===== src/rtl/alu_pkg.sv =====
// Shared ALU definitions: divider FSM state encoding and width defaults.
package alu_pkg;

  typedef enum logic [1:0] {IDLE, RUN, DONE} div_state_t;

  localparam int unsigned ALU_W = 32;

  localparam logic [ALU_W-1:0] DZ_QUO = '1;

endpackage


===== src/rtl/div_step.sv =====
// One restoring-division iteration: shift {rem, quo} left, trial-subtract divisor, select.
module div_step
  import alu_pkg::*;
#(
  parameter int unsigned N = ALU_W
) (
  input  logic [N:0]   i_rem,
  input  logic [N-1:0] i_quo,
  input  logic [N-1:0] i_div,
  output logic [N:0]   o_rem,
  output logic [N-1:0] o_quo
);

  logic [N:0] w_shift;
  logic [N:0] w_trial;
  logic       w_ge;

  assign w_shift = {i_rem[N-1:0], i_quo[N-1]};
  assign w_trial = w_shift - {1'b0, i_div};
  // A set rem MSB would mean the shifted value exceeds any divisor; it stays clear in practice.
  assign w_ge    = i_rem[N] | ~w_trial[N];

  always_comb begin
    o_rem = w_ge ? w_trial : w_shift;
    o_quo = {i_quo[N-2:0], w_ge};
  end

endmodule


===== src/rtl/seq_divider.sv =====
// Multi-cycle unsigned restoring divider: one quotient bit per clock, done pulse on completion.
module seq_divider
  import alu_pkg::*;
#(
  parameter int unsigned N = ALU_W
) (
  input  logic         clk,
  input  logic         rst_n,
  input  logic         start,
  input  logic [N-1:0] A,
  input  logic [N-1:0] B,
  output logic [N-1:0] Q,
  output logic [N-1:0] R,
  output logic         busy,
  output logic         done,
  output logic         dz
);

  localparam int unsigned CW = $clog2(N) + 1;

  div_state_t   r_state;
  logic [CW-1:0] r_cnt;
  logic [N:0]   r_rem;
  logic [N-1:0] r_quo;
  logic [N-1:0] r_div;
  logic         r_dz_pend;

  logic [N:0]   w_rem;
  logic [N-1:0] w_quo;

  div_step #(
    .N(N)
  ) u_div_step (
    .i_rem(r_rem),
    .i_quo(r_quo),
    .i_div(r_div),
    .o_rem(w_rem),
    .o_quo(w_quo)
  );

  always_ff @(posedge clk or negedge rst_n) begin
    if (!rst_n) begin
      r_state   <= IDLE;
      r_cnt     <= '0;
      r_rem     <= '0;
      r_quo     <= '0;
      r_div     <= '0;
      r_dz_pend <= 1'b0;
      Q         <= '0;
      R         <= '0;
      busy      <= 1'b0;
      done      <= 1'b0;
      dz        <= 1'b0;
    end else begin
      done <= 1'b0;
      // Divide-by-zero results publish one edge after the start edge; r_quo still holds A here.
      if (r_dz_pend) begin
        r_dz_pend <= 1'b0;
        done      <= 1'b1;
        Q         <= '1;
        R         <= r_quo;
        dz        <= 1'b1;
      end
      unique case (r_state)
        IDLE, DONE: begin
          if (start) begin
            r_quo <= A;
            r_div <= B;
            r_rem <= '0;
            r_cnt <= '0;
            if (B == '0) begin
              r_state   <= DONE;
              r_dz_pend <= 1'b1;
            end else begin
              r_state <= RUN;
              busy    <= 1'b1;
            end
          end else begin
            r_state <= IDLE;
          end
        end
        RUN: begin
          r_rem <= w_rem;
          r_quo <= w_quo;
          r_cnt <= r_cnt + CW'(1);
          if (r_cnt == CW'(N - 1)) begin
            r_state <= DONE;
            busy    <= 1'b0;
            done    <= 1'b1;
            Q       <= w_quo;
            R       <= w_rem[N-1:0];
            dz      <= 1'b0;
          end
        end
        default: r_state <= IDLE;
      endcase
    end
  end

endmodule


===== config.mk =====
export PLATFORM = sky130hd
export DESIGN_NAME = seq_divider
export DESIGN_NICKNAME = d
export VERILOG_FILES = /design/src/rtl/alu_pkg.sv /design/src/rtl/div_step.sv /design/src/rtl/seq_divider.sv
export SDC_FILE = /design/constraint.sdc
export NUM_CORES = 1
export LEC_CHECK = 0
export ABC_AREA = 1
export CORE_AREA = 2 2 146 148
export DETAILED_ROUTE_END_ITERATION = 16
export DIE_AREA = 0 0 148 150
export GPL_ROUTABILITY_DRIVEN = 1
export HOLD_SLACK_MARGIN = 0.05
export PLACE_DENSITY = 0.84
export SKIP_CTS_REPAIR_TIMING = 1
export SLEW_MARGIN = 10
export SYNTH_ARGS = -nofsm -noshare
export SYNTH_HDL_FRONTEND = slang
export SYNTH_SLANG_ARGS = --single-unit

===== constraint.sdc =====
create_clock -name clk -period 3.3 [get_ports clk]
set_input_delay 0.495 -clock clk [delete_from_list [all_inputs] [get_ports clk]]
set_output_delay 0.495 -clock clk [all_outputs]
set_load 0.02 [all_outputs]

# [Yosys cells after proc, flatten, opt, wreduce, memory -nomap -nowiden]
# Index checks and enable logic that the tools add are counted.
[totals] regBits=173 in_bits=67 output_inout_bits=67 elab_cells=58
[classes] add_sub_neg=2 eq_ne=6 muxes=30 bitwise_logic=2 n_reduce_logical=7
[ops] cell="$mux W32" n=7
[ops] cell="$mux W33" n=2
[ops] cell="$pmux W33 S2" n=1
[ops] cell="$pmux W32 S2" n=1
[ops] cell="$sub A33 B32 Y33" n=1
[ops] cell="$logic_not A32 Y1" n=1
[ops] cell="$mux W1" n=12
[ops] cell="$pmux W6 S2" n=1
[ops] cell="$add A6 B1 Y6 const B" n=1
[ops] cell="$eq A6 B5 Y1 const B" n=1
[ops] cell="$mux W2" n=3
[ops] cell="$mux W6" n=1
[ops] cell="$ne A2 B2 Y1 const B" n=3
[ops] cell="$pmux W2 S2" n=1
[ops] cell="$reduce_and A2 Y1" n=2
[ops] cell="$reduce_and A4 Y1" n=1
[ops] cell="$eq A2 B1 Y1 const B" n=1
[ops] cell="$eq A2 B2 Y1 const B" n=1
[ops] cell="$logic_not A2 Y1" n=1
[ops] cell="$pmux W1 S2" n=1
[ops] cell="$reduce_bool A2 Y1" n=1
[ops] cell="$reduce_or A2 Y1" n=1
[ops] cell="$not A1 Y1" n=1
[ops] cell="$or A1 B1 Y1" n=1

# [Logic depth before layout (Yosys ltp)]
[depth] word_depth=6 ltp_mapped=19 depth_no_buf=18

# [Hierarchy]
# A second synthesis with hierarchy kept.
[hier_totals] cells_unflattened=1388 hier_area_um2=10317.4
[by_module_without_submodules] module="seq_divider" n_inst=1 cells_per_inst=748 area_each_um2=7114.3 seq_area_each_um2=4329.2
[by_module_without_submodules] module="div_step" n_inst=1 cells_per_inst=640 area_each_um2=3203.1 seq_area_each_um2=0.0

# [Worst setup path after synthesis]
# OpenSTA, ideal clock, no wires.
[synth_timing] path_kind="reg-to-reg" start="reg r_quo[31]" end="reg R[12]" setup_ps=113 arrival_time_ps=2114 required_time_ps=3187 path_slack_ps=1073 path_stages_with_launch=19 n_path_buf=1 period_less_slack_ps=2227 path_cell_list="dfrtp_1 -> inv_1 -> ha_1 -> fa_1 -> inv_1 -> nand2_1 -> nand2_1 -> nand3_1 -> nand2_2 -> nand2_2 -> nand2_2 -> nand2_2 -> nand3_1 -> nand3_4 -> buf_12 -> nand2_4 -> nand3_1 -> nand2_1 -> inv_1"
[synth_via] elab_chain_cells=6
[synth_rtl] item="from (decl)" line_no="seq_divider.sv:24" source="logic [N-1:0] r_quo;"
[synth_rtl] item="from (signal assigned)" line_no="seq_divider.sv:84" source="r_quo <= w_quo;"
[synth_rtl] item="$sub A33 B32 Y33 (*)" line_no="div_step.sv:19" source="assign w_trial = w_shift - {1'b0, i_div};"
[synth_rtl] item="$not A1 Y1" line_no="div_step.sv:21" source="assign w_ge = i_rem[N] | ~w_trial[N];"
[synth_rtl] item="$or A1 B1 Y1" line_no="div_step.sv:21"
[synth_rtl] item="$mux W33 (*)" line_no="div_step.sv:24" source="o_rem = w_ge ? w_trial : w_shift;"
[synth_rtl] item="$mux W32 (*)" line_no="seq_divider.sv:86" source="if (r_cnt == CW'(N - 1)) begin"
[synth_rtl] item="$mux W32 (*)" line_no="seq_divider.sv:64" source="unique case (r_state)"
[synth_rtl] item="to (signal assigned)" line_no="seq_divider.sv:61" source="R <= r_quo;"
[synth_rtl] item="to (signal assigned)" line_no="seq_divider.sv:91" source="R <= w_rem[N-1:0];"
[synth_rtl] item="to (decl)" line_no="seq_divider.sv:13" source="output logic [N-1:0] R,"
# Mark *: on every way between the ends. The rest lies on a longest branch, timed or not.
# A chain may end at the register's enable or synchronous reset.

# [Worst setup path in the final report]
[layout_timing] start="reg r_quo[31]" end="reg R[2]"
# The elaborated chain is that of the path after synthesis.

==> flow_metrics.env <==
export IMPL_final_util_pct=58.9
export IMPL_p_per_area_nw_per_um2=1140
export IMPL_start_kind="flip-flop"
export IMPL_hp_class="in2async"
export IMPL_crit_top_cell="nand2_2"
export IMPL_postSynthAreaPerCell_um2=7.52
export IMPL_r2r_end="R[2]"
export IMPL_regArea_um2=4330
export IMPL_area_delta_synth_final_pct=20.4
export IMPL_crit_path_end_kind="flip-flop"
export IMPL_cp_startpoint="r_quo[31]"
export IMPL_drv_slew=0
export IMPL_setup_viol=0
export IMPL_leakage_nw=6.35
export IMPL_dieArea_um2=22200
export IMPL_syn_num_nets=1448
export IMPL_endpoint="R[2]"
export IMPL_detailed_place_hpwl_um=20000
export IMPL_synth_ff_latch_count=173
export IMPL_async_reset_ff_share_pct=100
export IMPL_crit_chain="inv_1, ha_1, fa_1, inv_1, nand2_1, nand2_1, nand3_1, nand2_2, nand2_2, nand2_2, nand2_2, nand2_2, nand2_2, nand3_4, buf_4, nand2_1, nand3_1, o21ai_1"
export IMPL_layout_min_cycle_time_ns=2.81
export IMPL_critPathKind="reg2reg"
export IMPL_fin_worst_skew_ns=0.0130
export IMPL_irDropWorstVdd_v=0.000576
export IMPL_drive_gt1_share_pct=8.52
export IMPL_clock_latency_ns=0.44
export IMPL_hold_viol=0
export IMPL_slowest_delay_ns=0.47
export IMPL_io_pin_count=134
export IMPL_fin_crit_sh_pct=85.2
export IMPL_fill_cells=1825
export IMPL_place_ws_ns=0.496
export IMPL_r2r_cells=18
export IMPL_slew_limit_headroom_pct=34.0
export IMPL_synth_area_um2=10100
export IMPL_final_common_cell="nand2_1"
export IMPL_timing_setup_tns_ns=0
export IMPL_cp_arrival_ns=3.11
export IMPL_setup_ws_ns=0.488
export IMPL_cts_sinks=173
export IMPL_postRouteAntennaNets=0
export IMPL_cp_depth=18
export IMPL_vias=9264
export IMPL_htree_levels=4
export IMPL_wl_per_cell_um=16.0
export IMPL_drt_iter0_drc=663
export IMPL_synth_edf_count=0
export IMPL_insertedDiodeCount=0
export IMPL_avgViaCountPerCell=5.32
export IMPL_drv_cap=0
export IMPL_critical_path_top_delay_family="simple AND/OR/NAND/NOR gates"
export IMPL_status="complete, no violations"
export IMPL_portBuffers=133
export IMPL_instances_no_fill=1742
export IMPL_yosysSeqAreaShare_pct=42.7
export IMPL_synth_warnings=0
export IMPL_die_h_um=150
export IMPL_drc=0
export IMPL_drt_pass1_iterations=5
export IMPL_worst_r2r_setup_slack_ns=0.49
export IMPL_cts_root_buf="clkbuf_16"
export IMPL_rsz0062_at_grt="false"
export IMPL_dp_cells=1710
export IMPL_cts_buffers=17
export IMPL_antenna_found_initial=0
export IMPL_overflow=0
export IMPL_gpl_final_weighted_congestion=0.950
export IMPL_grt_max_degree=83
export IMPL_grt_pass1_wl_um=45500
export IMPL_critPathMaxFanout=36
export IMPL_multi_input_area_um2=4820
export IMPL_ys_types=40
export IMPL_crit_required_ns=3.60
export IMPL_grt_pass1_vias=9208
export IMPL_fin_nets=1555
export IMPL_tightestPinTransition_ns=0.989
export IMPL_timing_fmax_ghz=0.356
export IMPL_grt_usage_pct=25.7
export IMPL_hold_ws_ns=0.0937
export IMPL_die_w_um=148
export IMPL_clkTransAtPathRegs_ns=0.07
export IMPL_worst_path_buf_inv=3
export IMPL_cts_max_path_buffers=2
export IMPL_rows=53
export IMPL_cp_slowest_cell="buf_4"
export IMPL_ys_flop_type="dfrtp_1"
export IMPL_totalWireLength_um=27900
export IMPL_final_cell_mix="nand2_1, dfrtp_1, inv_1, clkdlybuf4s50_1, nor2_1"
export IMPL_cts_tree="built"
export IMPL_synthCells=1347
export IMPL_timing_rr_start="r_quo[31]"
export IMPL_initial_utilization_pct=49.0
export IMPL_core_um2=20700
-- kinds of logic after synthesis --
family	Yosys count	share of synthesized area [%]
multiplexers	2	0.210
adder cells (fa/ha/maj)	34	4.27
AO/OA/AOI/OAI	184	10.9
AND/OR/NAND/NOR	702	30.6
flip-flops	173	42.7
buffers and inverters	235	9.83
XOR/XNOR	17	1.47
-- stage by stage --
step,power (mW),area [um2]
after floorplan,9.65,10100
after global placement,11.6,11600
after detailed placement,11.8,11600
after CTS,13.9,12200
after global routing,15.1,12200
final,13.9,12200
-- report_power, final --
group | internal [mW] | switching (mW)
clock network | 1.08 | 0.962
registers | 3.11 | 0.576
logic | 2.92 | 5.30
total | 7.11 | 6.83
-- state kept, by name, summed over array words and instances, names as in the netlist --
name and flops:
Q 32, busy 1, r_quo 32, r_cnt 6, done 1, r_dz_pend 1, dz 1, r_state 2
R 32, r_div 32, r_rem 33
-- Yosys cell counts, types with 7 or more instances --
library cell	count	share of area (%)
inv_1	171	6.3
clkbuf_1	29	1.1
nand3_2	28	2.8
ha_1	33	4.1
inv_2	8	0.30
a21oi_1	88	4.3
nand3_1	77	3.8
dfrtp_1	173	43
o221ai_1	31	2.7
nor2_1	110	4.1
nand2_1	427	16
xor2_1	16	1.4
nand2_4	7	0.78
o211ai_1	10	0.74
nand2_2	27	1.7
o21ai_0	37	1.8
nor4_1	8	0.49
buf_2	10	0.49
-- worst min-delay path by stage --
stage / start / to / slack, ns / cells past startpoint
after detailed placement: busy / busy / 0.48 / 2
after floorplan: rst_n / Q[0] / 0.20 / 0
after CTS: rst_n / Q[9] / 0.13 / 1
after global placement: r_cnt[5] / r_cnt[5] / 0.47 / 1
after global routing: rst_n / Q[10] / 0.16 / 1
final: rst_n / r_quo[9] / 0.09 / 1
-- routing by layer --
metal	share of wire, %	GRT usage (%)	vias to the layer above
li1	-	-	4508
met5	0	0	-
met2	49	43.9	320
met4	3.8	11.8	0
met3	5.2	3.41	66
met1	42	32.6	4370
-- worst register-to-register path: cells and delay by family (launching register included) --
kind / cells / cell delay [ns]
fa+ha+maj: 2 / 0.66
compound gates: 1 / 0.07
buf+inv: 3 / 0.63
simple gates: 12 / 0.96
flops: 1 / 0.35
-- cell type report --
type / instances / area share, %
Clock buffer: 18 / 3.52
Sequential cell: 173 / 35.5
Tap cell: 275 / 2.82
Multi-Input combinational cell: 939 / 39.5
Clock inverter: 14 / 1.45
Inverter: 179 / 5.51
Timing Repair Buffer: 144 / 11.7
Note: power is estimated with default switching activity, not from simulation.
